`src/rtl/banked_ram_rd_streamer_pkg.sv`:
```
// Shared definitions for the banked RAM read streamer.
//   - state_t      : streamer FSM encodings
//   - FIFO_DEPTH   : depth of the output skid FIFO (two entries)
//   - fifo_cnt_t   : FIFO occupancy count type
//   - credit_t     : one bit wider than the occupancy, for credit arithmetic
package banked_ram_rd_streamer_pkg;

  localparam int FIFO_DEPTH = 2;
  localparam int FIFO_CNT_W = $clog2(FIFO_DEPTH + 1);

  typedef logic [FIFO_CNT_W-1:0] fifo_cnt_t;
  typedef logic [FIFO_CNT_W:0]   credit_t;

  localparam fifo_cnt_t FIFO_FULL_CNT = fifo_cnt_t'(FIFO_DEPTH);
  localparam credit_t   CREDITS       = credit_t'(FIFO_DEPTH);

  typedef enum logic [1:0] {
    ST_IDLE   = 2'd0,
    ST_STREAM = 2'd1,
    ST_DRAIN  = 2'd2
  } state_t;

endpackage

```
`src/rtl/banked_ram_rd_streamer_fifo.sv`:
```
// fifo_2deep: two-entry FIFO used as the streamer's output buffer.
// Ports:
//   clk, reset_n    : clock, asynchronous active-low reset
//   push, din       : write one word (caller must not push a full FIFO
//                     unless it pops in the same cycle)
//   pop, dout       : dout is the head word; pop removes it (ignored if empty)
//   empty, full     : status flags
//   count           : current occupancy (0..2)
module fifo_2deep
  import banked_ram_rd_streamer_pkg::*;
#(
  parameter int WIDTH = 16
) (
  input  logic             clk,
  input  logic             reset_n,
  input  logic             push,
  input  logic             pop,
  input  logic [WIDTH-1:0] din,
  output logic [WIDTH-1:0] dout,
  output logic             empty,
  output logic             full,
  output fifo_cnt_t        count
);

  logic [WIDTH-1:0] mem [FIFO_DEPTH];
  logic             wr_ptr;
  logic             rd_ptr;
  logic             do_pop;

  assign do_pop = pop && !empty;
  assign empty  = (count == '0);
  assign full   = (count == FIFO_FULL_CNT);
  assign dout   = mem[rd_ptr];

  // NOTE: storage is deliberately left out of reset; only the pointers and
  // count define validity, so the RAM array maps onto plain flops/LUT-RAM.
  always_ff @(posedge clk) begin
    if (push) mem[wr_ptr] <= din;
  end

  // NOTE: all sequential state uses non-blocking assignments so every flop
  // samples pre-edge values regardless of process ordering.
  always_ff @(posedge clk or negedge reset_n) begin
    if (!reset_n) begin
      wr_ptr <= 1'b0;
      rd_ptr <= 1'b0;
      count  <= '0;
    end else begin
      if (push)   wr_ptr <= ~wr_ptr;
      if (do_pop) rd_ptr <= ~rd_ptr;
      count <= count + fifo_cnt_t'(push) - fifo_cnt_t'(do_pop);
    end
  end

endmodule

```
`src/rtl/banked_ram_rd_streamer.sv`:
```
// banked_ram_rd_streamer: reads num_words words from a banked RAM starting at
// base_addr, stepping by stride (mod 2^ADDR_WIDTH), and streams them out on a
// valid/ready interface in request order.
// Ports:
//   clk, reset_n                 : clock, asynchronous active-low reset
//   start, base_addr, stride,
//   num_words                    : transfer launch (sampled when idle)
//   busy, done                   : transfer in progress / one-cycle completion
//   mem_read_req, mem_read_addr,
//   mem_read_data                : RAM read port, data one cycle after request
//   m_valid, m_data, m_ready     : output stream
module banked_ram_rd_streamer
  import banked_ram_rd_streamer_pkg::*;
#(
  parameter int DATA_WIDTH = 16,
  parameter int ADDR_WIDTH = 13,
  parameter int COUNT_W    = 16
) (
  input  logic                  clk,
  input  logic                  reset_n,
  input  logic                  start,
  input  logic [ADDR_WIDTH-1:0] base_addr,
  input  logic [ADDR_WIDTH-1:0] stride,
  input  logic [COUNT_W-1:0]    num_words,
  output logic                  busy,
  output logic                  done,
  output logic                  mem_read_req,
  output logic [ADDR_WIDTH-1:0] mem_read_addr,
  input  logic [DATA_WIDTH-1:0] mem_read_data,
  output logic                  m_valid,
  output logic [DATA_WIDTH-1:0] m_data,
  input  logic                  m_ready
);

  localparam logic [COUNT_W-1:0] COUNT_ONE = {{(COUNT_W-1){1'b0}}, 1'b1};

  state_t                state_q, state_d;
  logic [ADDR_WIDTH-1:0] addr_q, stride_q;
  logic [COUNT_W-1:0]    req_left_q, out_left_q;
  logic                  in_flight_q;
  logic                  done_q, done_d;
  logic                  accept, pop, fifo_push, credit_ok;
  logic                  fifo_empty, fifo_full;
  fifo_cnt_t             fifo_count;
  credit_t               committed;

  assign accept = start && (state_q == ST_IDLE);
  assign pop    = m_valid && m_ready;

  // Words already owed a FIFO slot: what stays buffered after this cycle's pop
  // plus the read whose data arrives this cycle. Counting the pop lets a new
  // request issue every cycle while the stream is flowing.
  assign committed = {1'b0, fifo_count} - credit_t'(pop) + credit_t'(in_flight_q);
  assign credit_ok = (committed < CREDITS);

  // Returning data is always captured; the full guard only matters if the
  // credit rule were ever loosened.
  assign fifo_push = in_flight_q && (!fifo_full || pop);

  // NOTE: every output of this block gets a default first, so no path through
  // the case statement can infer a latch.
  always_comb begin
    state_d      = state_q;
    mem_read_req = 1'b0;
    done_d       = 1'b0;
    case (state_q)
      ST_IDLE: begin
        if (start) begin
          if (num_words == '0) done_d  = 1'b1;
          else                 state_d = ST_STREAM;
        end
      end
      ST_STREAM: begin
        mem_read_req = credit_ok;
        if (credit_ok && (req_left_q == COUNT_ONE)) state_d = ST_DRAIN;
      end
      ST_DRAIN: begin
        if (pop && (out_left_q == COUNT_ONE)) begin
          state_d = ST_IDLE;
          done_d  = 1'b1;
        end
      end
      default: state_d = ST_IDLE;
    endcase
  end

  always_ff @(posedge clk or negedge reset_n) begin
    if (!reset_n) begin
      state_q <= ST_IDLE;
      done_q  <= 1'b0;
    end else begin
      state_q <= state_d;
      done_q  <= done_d;
    end
  end

  // Clearing in_flight_q on reset is what discards a read issued just before
  // an abort: its data is never captured.
  always_ff @(posedge clk or negedge reset_n) begin
    if (!reset_n) begin
      addr_q      <= '0;
      stride_q    <= '0;
      req_left_q  <= '0;
      out_left_q  <= '0;
      in_flight_q <= 1'b0;
    end else begin
      in_flight_q <= mem_read_req;
      if (accept) begin
        addr_q     <= base_addr;
        stride_q   <= stride;
        req_left_q <= num_words;
        out_left_q <= num_words;
      end else begin
        if (mem_read_req) begin
          addr_q     <= addr_q + stride_q;
          req_left_q <= req_left_q - COUNT_ONE;
        end
        if (pop) out_left_q <= out_left_q - COUNT_ONE;
      end
    end
  end

  fifo_2deep #(
    .WIDTH(DATA_WIDTH)
  ) u_fifo (
    .clk    (clk),
    .reset_n(reset_n),
    .push   (fifo_push),
    .pop    (pop),
    .din    (mem_read_data),
    .dout   (m_data),
    .empty  (fifo_empty),
    .full   (fifo_full),
    .count  (fifo_count)
  );

  assign m_valid       = !fifo_empty;
  assign busy          = (state_q != ST_IDLE);
  assign done          = done_q;
  assign mem_read_addr = addr_q;

endmodule

```
`config.mk`:
```
export PLATFORM = sky130hd
export DESIGN_NAME = banked_ram_rd_streamer
export DESIGN_NICKNAME = d
export VERILOG_FILES = /design/src/rtl/banked_ram_rd_streamer_pkg.sv /design/src/rtl/banked_ram_rd_streamer_fifo.sv /design/src/rtl/banked_ram_rd_streamer.sv
export SDC_FILE = /design/constraint.sdc
export NUM_CORES = 1
export LEC_CHECK = 0
export ABC_AREA = 0
export CORE_MARGIN = 10
export CORE_UTILIZATION = 30
export CTS_CLUSTER_DIAMETER = 200
export DETAILED_ROUTE_END_ITERATION = 6
export MAX_ROUTING_LAYER = met4
export SETUP_SLACK_MARGIN = 0.5
export SYNTH_ARGS = -nofsm -noshare
export SYNTH_HDL_FRONTEND = slang
export SYNTH_SLANG_ARGS = --single-unit
```
`constraint.sdc`:
```
create_clock -name clk -period 3.1 [get_ports clk]
set_input_delay 0.62 -clock clk [delete_from_list [all_inputs] [get_ports clk]]
set_output_delay 0.62 -clock clk [all_outputs]
set_load 0.01 [all_outputs]
```
==> results of run 1 <==
## metal layers
layer / global-route usage / up-vias / wire length (um)
met5: - / - / 0
met4: 0.0436 / 0 / 249
met3: 0.0308 / 20 / 671
met2: 0.205 / 111 / 6700
met1: 0.158 / 1978 / 6540
li1: - / 1971 / -
## through the flow
step	util	hold WS [ns]	setup TNS, ns
3_5_place_dp	0.391	0.471	-4.37
2_1_floorplan	-	0.324	0
4_1_cts	0.424	0.286	0
6_report	0.452	0.280	0
5_1_grt	0.452	0.320	0
3_3_place_gp	0.391	0.469	-2.75
## final timing paths
| check | cells past startpoint | slack (ns) | start | end |
|---|---|---|---|---|
| min in group clk | 2 | 0.48 | stride_q[8] | stride_q[8] |
| max reg2reg | 21 | 0.27 | u_fifo.count[1] | out_left_q[4] |
| min reg2reg | 2 | 0.48 | stride_q[8] | stride_q[8] |
| max in group asynchronous | 2 | 2.06 | reset_n | u_fifo.rd_ptr |
| min | 1 | 0.28 | reset_n | stride_q[4] |
| max | 9 | 0.22 | u_fifo.count[1] | mem_read_req |
## sequential cells by signal, indices dropped and copies added (netlist names)
| name | flops |
|---|---|
| u_fifo.mem | 32 |
| state_q | 2 |
| in_flight_q | 1 |
| stride_q | 13 |
| u_fifo.count | 2 |
| req_left_q | 16 |
| out_left_q | 16 |
| u_fifo.wr_ptr | 1 |
| mem_read_addr | 13 |
| u_fifo.rd_ptr | 1 |
| done | 1 |
## placed cells by master, fill, tap and decap left out, types with 15 or more instances in the layout
master and n:
dfrtp_1 65, clkdlybuf4s50_1 91, ha_1 17, buf_6 16, edfxtp_1 32, a21oi_1 16
xnor2_1 16, o21ai_0 15, buf_4 29, mux2_2 16, nor2_1 26, nand2_1 77
## critical path: stages, from the launching register on
cell and delay, ns:
dfrtp_1 0.42, o21ai_4 0.18, inv_2 0.07, ha_4 0.21
inv_2 0.06, nand2_2 0.05, fa_2 0.53, nand4b_1 0.15
inv_2 0.13, buf_6 0.11
## where the power goes
| group | switching, mW | internal [mW] |
|---|---|---|
| logic | 2.46 | 2.72 |
| clock network | 0.543 | 0.569 |
| registers | 0.440 | 1.85 |
## layout make-up
type | count | area [um^2]
Clock buffer | 9 | 225
Clock inverter | 7 | 67.6
Fill cell | 1437 | 8740
Inverter | 16 | 60.1
Multi-Input combinational cell | 339 | 2440
Sequential cell | 98 | 2610
Tap cell | 216 | 270
Timing Repair Buffer | 148 | 1520
## what timing repair did
action                                  CTS  global route
buffers inserted                         18            16
resized for setup                        14            88
pin swaps                                 7            31
endpoints found under the setup margin   47            29
gates cloned                              2             1
## cell families (layout without fill, tap and decap cells)
kind of cell,count (synthesis),after routing,synth area share
buf+inv,33,180,0.0253
flops,98,98,0.533
xor+xnor,28,28,0.0500
fa+ha+maj,20,20,0.0541
mux,21,21,0.0472
simple gates,174,174,0.169
compound gates,96,96,0.122
==> impl_table.tex, run 1 <==
\begin{tabular}{lr}
\hline
Metric & Value \\
\hline
\multicolumn{2}{l}{\textbf{Run status}} \\
Result of the run & finished clean \\
\multicolumn{2}{l}{\textbf{Floorplanning}} \\
Initial Util & 0.307 \\
Area of the die & 21800 um\^{}2 \\
Top-level I/O count & 95 \\
DIE HEIGHT & 148 um \\
Area of the placeable core & 15900 um\^{}2 \\
Die width & 148 um \\
Standard-cell row count & 46 \\
\multicolumn{2}{l}{\textbf{Synthesis}} \\
Cell with the most instances after synthesis & nand2\_1 \\
Library cells used by synthesis & 49 \\
Post-synth ARST share & 0.673 \\
Cell count after synthesis & 470 \\
Sequential share of the synthesized area & 0.533 \\
Syn avg cell area & 10.4 um\^{}2 \\
Net Count, Synth & 552 \\
Number of synthesized register bits & 98 \\
Area share of the largest cell type after synthesis & 0.337 \\
Post-synthesis cell area & 4900 um\^{}2 \\
Most common flop cell mapped by yosys & dfrtp\_1 \\
Synth area leaders & dfrtp\_1, edfxtp\_1, nand2\_1 \\
Post-synthesis cell type with the largest combined area & dfrtp\_1 \\
Cell types with the highest counts after synthesis & nand2\_1, dfrtp\_1, nor2\_1, o21ai\_0, edfxtp\_1 \\
Number of warnings issued by yosys & 0 \\
Count of flip-flops with a built-in enable after synthesis & 32 \\
\multicolumn{2}{l}{\textbf{Flow run}} \\
Max-cap violations & 0 \\
\multicolumn{2}{l}{\textbf{Route}} \\
Post-detailed-route DRC marker count & 0 \\
Number of routed nets with antenna violations & 0 \\
Initial drt markers & 198 \\
Per-cell via count in the routed design & 4.90 \\
Number of iterations in the first detailed-routing pass & 6 \\
Total number of vias & 4080 \\
Total wirelength of the detailed-routed design & 14.2 mm \\
Average detailed-routed wire length per instance & 17.0 um \\
\multicolumn{2}{l}{\textbf{Global routing}} \\
Antenna violations before repair & 0 \\
Number of global-route vias before repair & 4230 \\
Overall overflow remaining after global route & 0 \\
GRT Overall Usage & 0.129 \\
Wire length of the first global-routing pass & 22.1 mm \\
Largest net degree at the start of global routing & 27 \\
\multicolumn{2}{l}{\textbf{Placement}} \\
Number of port buffers & 94 \\
Post-Place Worst Slack & -0.543 ns \\
Number of placed instances, taps included & 780 \\
Post-placement cell area & 6230 um\^{}2 \\
Final weighted congestion in routability-driven placement & 0.821 \\
Post-detail-place hpwl & 9.67 mm \\
\multicolumn{2}{l}{\textbf{Pwr}} \\
Leakage power & 2.95 nW \\
PD cells & 1190 nW/um\^{}2 \\
Overall power & 8.59 mW \\
Worst voltage drop across the vdd grid & 0.000588 V \\
\multicolumn{2}{l}{\textbf{STA}} \\
Setup skew after layout & 0.00936 ns \\
Setup slack after layout & 0.216 ns \\
Time the worst path needs with I/O delays and setup & 2.88 ns \\
Transition time at the pin with the least slew margin & 0.944 ns \\
Endpoints failing setup & 0 \\
Hold violation count in the final report & 0 \\
Fin. max-slew vios & 0 \\
RSZ-0062 raised after global routing & true \\
Worst max-slew margin expressed relative to the limit & 0.366 \\
Highest Clock Rate & 0.347 GHz \\
Final cycle utilization of the critical path & 0.930 \\
\multicolumn{2}{l}{\textbf{Clock network}} \\
Clock tree from TritonCTS & done \\
TritonCTS Sinks & 98 \\
Worst-Skew Late Latency & 0.35 ns \\
Clock tree root buffer cell & clkbuf\_16 \\
Total of hold buffers inserted after clock tree synthesis & 0 \\
H-tree depth & 3 \\
Bufs on Longest Clock Path & 2 \\
Clock-pin slew on the worst setup and hold paths & 0.07 ns \\
Number of buffers inserted during clock tree synthesis & 9 \\
\multicolumn{2}{l}{\textbf{Final layout}} \\
Total Nets Final & 694 \\
Final Non-Filler Cells & 833 \\
Finished Cell Area & 7200 um\^{}2 \\
Area overhead of the layout relative to synthesis & 46.9\% \\
Diode insertion count for antenna repair & 0 \\
Share of final-layout standard cells stronger than drive strength 1 & 0.235 \\
\multicolumn{2}{l}{\textbf{Worst setup path}} \\
Endpoint class of the critical path & output port \\
Crit path max fanout & 2 \\
Worst EP required & 2.48 ns \\
Arrival time worst endpoint & 2.26 ns \\
Setup CP Type & register to output port \\
Crit start category & register \\
\multicolumn{2}{l}{\textbf{Hold path}} \\
Class of the tightest hold or removal check & input pin to async pin \\
\hline
\end{tabular}
(Power assumes the default switching activity.)
==> run 2: changes to the inputs <==
--- a/config.mk
+++ b/config.mk
@@ -6,10 +6,12 @@
 export NUM_CORES = 1
 export LEC_CHECK = 0
 export ABC_AREA = 0
+export CAP_MARGIN = 20
 export CORE_MARGIN = 10
 export CORE_UTILIZATION = 30
 export CTS_CLUSTER_DIAMETER = 200
 export DETAILED_ROUTE_END_ITERATION = 6
+export HOLD_SLACK_MARGIN = 0.1
 export MAX_ROUTING_LAYER = met4
 export SETUP_SLACK_MARGIN = 0.5
 export SYNTH_ARGS = -nofsm -noshare
==> results of run 2 <==
No change in the layout: final DEF, timing and power equal those of run 1.
